==> src/rtl/seq_frame_tx_pkg.sv <==
// Shared types and constants for the serial frame transmitter and its detector.
package seq_frame_tx_pkg;

  typedef enum logic [1:0] {IDLE, SYNC, DATA} state_t;

  localparam int PAT_W = 12;
  localparam logic [PAT_W-1:0] SYNC_WORD = 12'b111000000111;

  function automatic int max_int(input int a, input int b);
    return (a > b) ? a : b;
  endfunction

  // Bit counter width; never narrower than one bit.
  function automatic int cnt_width(input int pat_w, input int data_w);
    int m;
    m = max_int(pat_w, data_w);
    return (m < 2) ? 1 : $clog2(m);
  endfunction

endpackage

==> src/rtl/seq_frame_tx_shreg.sv <==
// Parallel-load, MSB-first payload shift register for the frame transmitter.
module frame_shreg #(
  parameter int W = 8
) (
  input  logic         clk,
  input  logic         rst,
  input  logic         load,
  input  logic         shift,
  input  logic [W-1:0] din,
  output logic         msb
);

  logic [W-1:0] sr;

  always_ff @(posedge clk) begin
    if (rst) begin
      sr <= '0;
    end else if (load) begin
      sr <= din;
    end else if (shift) begin
      sr <= sr << 1;
    end
  end

  assign msb = sr[W-1];

endmodule

==> src/rtl/seq_frame_tx.sv <==
// Serial frame transmitter: sync word then payload, MSB-first, gapless back-to-back.
//
//   state | meaning
//   IDLE  | line at IDLE_BIT, ready for a start request
//   SYNC  | shifting out sync word bit bit_cnt
//   DATA  | shifting out payload bit bit_cnt; ready again at bit_cnt=0
module seq_frame_tx #(
  parameter int             PAT_W    = seq_frame_tx_pkg::PAT_W,
  parameter logic [PAT_W-1:0] PATTERN = seq_frame_tx_pkg::SYNC_WORD,
  parameter int             DATA_W   = 8,
  parameter logic           IDLE_BIT = 1'b0
) (
  input  logic              clk,
  input  logic              rst,
  input  logic              start_i,
  input  logic [DATA_W-1:0] data_i,
  output logic              ready_o,
  output logic              x_o,
  output logic              valid_o,
  output logic              done_o
);
  import seq_frame_tx_pkg::*;

  localparam int CNT_W = cnt_width(PAT_W, DATA_W);

  state_t           state, state_nx;
  logic [CNT_W-1:0] bit_cnt, cnt_nx;
  logic             accept;
  logic             data_msb;
  logic             x_nx, valid_nx, done_nx;

  assign ready_o = (state == IDLE) || ((state == DATA) && (bit_cnt == '0));
  assign accept  = ready_o && start_i;

  always_comb begin
    state_nx = state;
    cnt_nx   = bit_cnt;
    case (state)
      IDLE: begin
        if (start_i) begin
          state_nx = SYNC;
          cnt_nx   = CNT_W'(PAT_W - 1);
        end
      end
      SYNC: begin
        if (bit_cnt == '0) begin
          state_nx = DATA;
          cnt_nx   = CNT_W'(DATA_W - 1);
        end else begin
          cnt_nx = bit_cnt - CNT_W'(1);
        end
      end
      DATA: begin
        if (bit_cnt == '0) begin
          if (start_i) begin
            state_nx = SYNC;
            cnt_nx   = CNT_W'(PAT_W - 1);
          end else begin
            state_nx = IDLE;
            cnt_nx   = '0;
          end
        end else begin
          cnt_nx = bit_cnt - CNT_W'(1);
        end
      end
      default: begin
        state_nx = IDLE;
        cnt_nx   = '0;
      end
    endcase
  end

  // Outputs are registered from the next-state view, so x_o lines up with state/bit_cnt.
  always_comb begin
    x_nx     = IDLE_BIT;
    valid_nx = (state_nx != IDLE);
    done_nx  = (state_nx == DATA) && (cnt_nx == '0);
    case (state_nx)
      SYNC:    x_nx = PATTERN[cnt_nx];
      DATA:    x_nx = data_msb;
      default: x_nx = IDLE_BIT;
    endcase
  end

  always_ff @(posedge clk) begin
    if (rst) begin
      state   <= IDLE;
      bit_cnt <= '0;
      x_o     <= IDLE_BIT;
      valid_o <= 1'b0;
      done_o  <= 1'b0;
    end else begin
      state   <= state_nx;
      bit_cnt <= cnt_nx;
      x_o     <= x_nx;
      valid_o <= valid_nx;
      done_o  <= done_nx;
    end
  end

  // The shift register advances each time a payload bit is moved into x_o.
  frame_shreg #(
    .W (DATA_W)
  ) u_shreg (
    .clk   (clk),
    .rst   (rst),
    .load  (accept),
    .shift (state_nx == DATA),
    .din   (data_i),
    .msb   (data_msb)
  );

endmodule

==> config.mk <==
export PLATFORM = sky130hd
export DESIGN_NAME = seq_frame_tx
export DESIGN_NICKNAME = d
export VERILOG_FILES = /design/src/rtl/seq_frame_tx_pkg.sv /design/src/rtl/seq_frame_tx_shreg.sv /design/src/rtl/seq_frame_tx.sv
export SDC_FILE = /design/constraint.sdc
export NUM_CORES = 1
export LEC_CHECK = 0
export BUFFER_PORTS_ARGS = -buffer_cell sky130_fd_sc_hd__buf_4
export CAP_MARGIN = 30
export CORE_UTILIZATION = 57
export CTS_BUF_LIST = sky130_fd_sc_hd__clkbuf_4
export DETAILED_ROUTE_END_ITERATION = 6
export HOLD_SLACK_MARGIN = 0.02
export PLACE_DENSITY = 0.83
export REMOVE_ABC_BUFFERS = 1
export SETUP_SLACK_MARGIN = 0.3
export SLEW_MARGIN = 10
export SYNTH_ARGS = -nofsm -noshare
export SYNTH_HDL_FRONTEND = slang
export SYNTH_SLANG_ARGS = --single-unit
==> constraint.sdc <==
create_clock -name clk -period 3.04 [get_ports clk]
set_clock_uncertainty 0.1 [all_clocks]
set_input_delay 0.608 -clock clk [delete_from_list [all_inputs] [get_ports clk]]
set_output_delay 0.608 -clock clk [all_outputs]
set_load 0.005 [all_outputs]
* Word level (Yosys, flattened, before mapping)
Memory sizes are Yosys's and may differ from the RTL's. Cells that the tools add are included.
Storage, ports and cells: output and inout bits 4, memories kept 1, ROM bits 16, register bits after elaboration 17, logic and storage cells 36, bits of input ports 11
Cells by class: equal/unequal tests 4, order comparisons 1, reductions and logical operators 9, add/subtract/negate cells 1, muxes and demuxes 14
Memory list:
- (no name shown) | words 16, width 1, read ports 1, clocked after Yosys merged registers in 0, wr ports 0, line seq_frame_tx.sv:79 | SYNC: x_nx = PATTERN[cnt_nx];
Operators by type and width (number):
- $mux W4 | 4
- $mux W8 | 2
- $pmux W4 S3 | 1
- $logic_not A4 Y1 | 2
- $mux W2 | 3
- $pmux W2 S3 | 1
- $lt A4 B5 Y1 const B | 1
- $eq A2 B1 Y1 const B | 2
- $eq A2 B2 Y1 const B | 2
- $reduce_bool A2 Y1 | 2
- $sub A4 B1 Y4 const B | 1
- $logic_and A1 B1 Y1 | 3
- $logic_not A2 Y1 | 1
- $mux W1 | 2
- $pmux W1 S2 | 1
- $logic_or A1 B1 Y1 | 1

* Longest topological paths before layout
depth in word-level cells 6, mapped depth 11

* By module
Synthesis repeated with hierarchy kept, for this count alone.
Unflattened totals: cell total of the unflattened synthesis 105, area, all modules 949.7 um^2
By module, submodules not included:
- seq_frame_tx | cells an instance 70, instances 1, sequential area each 180.2 um^2, area each 580.6 um^2
- frame_shreg | cells an instance 35, instances 1, sequential area each 160.2 um^2, area each 369.1 um^2

* Worst setup path after synthesis
No wires, ideal clock.
kind reg-to-reg, start point register bit_cnt[0], end point register u_shreg.sr[4], arrival 2136 ps, cell stages (with the launch flop) 12, path buffers 2, library setup time 134 ps, period minus slack after synthesis 2369 ps, slack 671 ps, cell sequence dfxtp_1 > inv_1 > ha_1 > or3b_1 > buf_2 > nand2_1 > o22a_1 > inv_1 > ha_1 > buf_1 > mux2i_1 > a211oi_1
Between the ends: longest elaborated chain between the ends 5
RTL lines:
- from (decl) | line seq_frame_tx.sv:27 | logic [CNT_W-1:0] bit_cnt, cnt_nx;
- from (signal assigned) | line seq_frame_tx.sv:94 | bit_cnt <= cnt_nx;
- $logic_not A4 Y1 (*) | line seq_frame_tx.sv:46, seq_frame_tx.sv:54
- $mux W2 (on tied branches) | line seq_frame_tx.sv:54, seq_frame_tx.sv:46
- $pmux W2 S3 (*) | line seq_frame_tx.sv:38 | case (state)
- named net state_nx[1] | line seq_frame_tx.sv:26 | state_t state, state_nx;
- $eq A2 B2 Y1 (*) | line seq_frame_tx.sv:108 | .shift (state_nx == DATA),
- $reduce_bool A2 Y1 (no line) (*)
- to (signal assigned) | line seq_frame_tx_shreg.sv:19 | sr <= din;
- to (signal assigned) | line seq_frame_tx_shreg.sv:21 | sr <= sr << 1;
- to (decl) | line seq_frame_tx_shreg.sv:13 | logic [W-1:0] sr;
The timed path passes the listed nets; every way through them passes the cells marked *. A chain may end at the register's enable or synchronous reset.

* Worst setup path after layout
start point register bit_cnt[0], end point output port ready_o
Between the ends: longest elaborated chain between the ends 3
RTL lines:
- $logic_not A4 Y1 | line seq_frame_tx.sv:32 | assign ready_o = (state == IDLE) || ((state == DATA) && (bit_cnt == '0));
- $logic_and A1 B1 Y1 | line seq_frame_tx.sv:32
- $logic_or A1 B1 Y1 | line seq_frame_tx.sv:32
- to (decl) | line seq_frame_tx.sv:17 | output logic ready_o,
Every way passes these cells.

==> impl_metrics.toml <==
[grt]
gr-total-overflow = 0
grt_pass1_vias = 671
antenna_found_initial = 0
track_usage_pct = 20.3
grt_pass1_wl_mm = 2.79
grt_max_degree = 18

[cells_and_area]
num-fill-cells = 125
synthToLayoutAreaGrowth_pct = 14.0
insertedDiodeCount = 0
nets = 136
instances_no_fill = 135
drive_gt1_share_pct = 18.5
regArea_um2 = 340
multi_input_area_um2 = 542

[yosys]
synth-edff-count = 0
synth_most_common_cell = "nor2_1"
ys.flop_type = "dfxtp_1"
yosysUniqueCellTypes = 34
synth_top_cell_by_area = "dfxtp_1"
synthTopCellsByCount = "nor2_1, dfxtp_1, a211oi_1, mux2i_1"
synth-seq-area-share_pct = 36.9
ys_ff_latch = 17
async_flop_share_pct = 0
yosysWarnings = 0
synth_top_area_share_pct = 36.9
netlist_instances = 108
synth.cell_area_um2 = 923
ys_top_cells_by_area = "dfxtp_1, mux2i_1, nor2_1"
avgSynthCellArea_um2 = 8.55

[place]
io_buffers = 14
gp_routability_congestion = 0.857
hpwl_mm = 1.32
dp.cells = 131

[floorplan]
io_pins = 15
initial_core_util_pct = 61.3
die_x_um = 42.3
dieArea_um2 = 1790
die_y_um = 42.3
rows = 14
core-area_um2 = 1510

[min_path]
min_path_type = "flop to flop"

[sta]
slew_violations = 0
worst_pin_slew_ps = 487
slew-limit-headroom_pct = 67.5
max_freq_mhz = 390
setup_viol = 0
hold_violations = 0
period_share_pct = 84.4
setup_tns_ps = 0
fin_crit_ps = 2570
rsz0062_at_grt = "no"

[clock_network]
clk_pin_slew_ps = 90
clock-sinks = 17
insertion_delay_ps = 290
cts_max_level = 1
cts_root_buf = "clkbuf_4"
cts_resized = 0
clk_path_buf_depth = 2
post_cts_buffers = 0
cts_buffers = 3
cts_hold_buf = 0
cts_tree = "yes"

[setup_path]
critPathRequiredTime_ps = 2330
crit_path_end = "ready_o"
timing.rr.end = "u_shreg.sr[3]"
cp_top_family = "simple AND/OR/NAND/NOR gates"
reg2regPathDepth = 9
arrival_ps = 1860
cp_slowest_stage_delay_ps = 480
cp_num_cells = 5
worstSetupStartpoint = "bit_cnt[0]"
slowest_stage = "or3b_1"
end_kind = "output port"
critPathLaunchType = "flop"
worstPathMaxFanout = 7
reg2reg_from = "bit_cnt[0]"
path_buf_inv = 2
r2r_slack_ps = 620
worstPathCellList = "inv_1 -> ha_1 -> or3b_1 -> a21oi_1 -> buf_4"
crit_type = "flop to output port"

[drt]
ant_nets = 0
drc = 0
drt-vias-per-instance = 5.91
num_vias = 798
firstDrtPassIters = 4
drt-total-wl_mm = 1.73
wl_per_cell_um = 12.8
drt_iter0_markers = 22

[outcome]
outcome = "finished, final reports clean"

[job]
cap_violations = 0

[power_and_ir_drop]
vdd_ir_drop_max_v = 0.000315
p_leak_nw = 0.433
p_per_area_nw_per_um2 = 586
[report_power, final]
group          switching [mW]  total, mW  internal (mW)
Sequential             0.0319      0.285          0.254
Combinational           0.106      0.202         0.0961
Clock                  0.0689      0.129         0.0599
Total                   0.207      0.616          0.410
[worst min-delay path, stage by stage, from the launching register on]
cell and delay, ps:
dfxtp_1 320, nand3b_1 80, a21oi_1 60
[placed cells by master (no fill, tap or decap), drive strengths merged, types with 4 or more instances in the layout]
cell	count
nor2	18
dfxtp	17
buf	14
mux2i	7
a211oi	7
a21oi	5
nand3	5
ha	5
inv	4
nand2	4
nand2b	4
clkbuf	4
[cell families (layout without fill, tap and decap cells)]
logic type / count (synthesis) / after routing / share of synthesized area [%]
AND/OR/NAND/NOR: 44 / 44 / 24.3
flip-flops: 17 / 17 / 36.9
XOR/XNOR: 1 / 1 / 0.949
multiplexers: 8 / 8 / 8.81
adder cells (fa/ha/maj): 5 / 5 / 6.78
AO/OA/AOI/OAI: 22 / 22 / 17.6
buffers and inverters: 11 / 22 / 4.74
[worst min path at each step]
stage             startpoint  depth (start not counted)             to
5_1_grt        u_shreg.sr[0]                          2  u_shreg.sr[0]
4_1_cts        u_shreg.sr[0]                          2  u_shreg.sr[0]
3_3_place_gp   u_shreg.sr[7]                          2            x_o
2_1_floorplan  u_shreg.sr[7]                          2            x_o
3_5_place_dp   u_shreg.sr[7]                          2            x_o
6_report       u_shreg.sr[0]                          2  u_shreg.sr[0]
[state kept, by name (all words and copies together) (netlist names)]
| name | count |
|---|---|
| done_o | 1 |
| u_shreg.sr | 8 |
| x_o | 1 |
| valid_o | 1 |
| bit_cnt | 4 |
| state | 2 |
[metrics by stage]
step	instance area (um^2)	util, %	hold slack, ps	worst slack, ps	power, mW
detailed placement	1020	67.7	385	518	0.491
finish	1050	69.9	398	475	0.616
global placement	1020	67.7	381	608	0.486
global route	1050	69.9	417	359	0.651
CTS	1050	69.7	401	474	0.618
floorplan	895	-	349	789	0.428
[routing by layer]
metal  track usage (%)  routed length [um]
met1              24.7                 837
met2              35.4                 811
met3              3.88                  57
met4              7.50                  25
met5                 0                   0
[cell type report]
| cell class | count | share of cell area, % |
|---|---|---|
| well taps | 16 | 1.90 |
| clock buffers | 4 | 2.85 |
| flip-flops and latches | 17 | 32.3 |
| repair buffers | 14 | 9.99 |
| multi-input cells | 80 | 51.5 |
| inverters | 4 | 1.43 |
(Power assumes the default switching activity.)
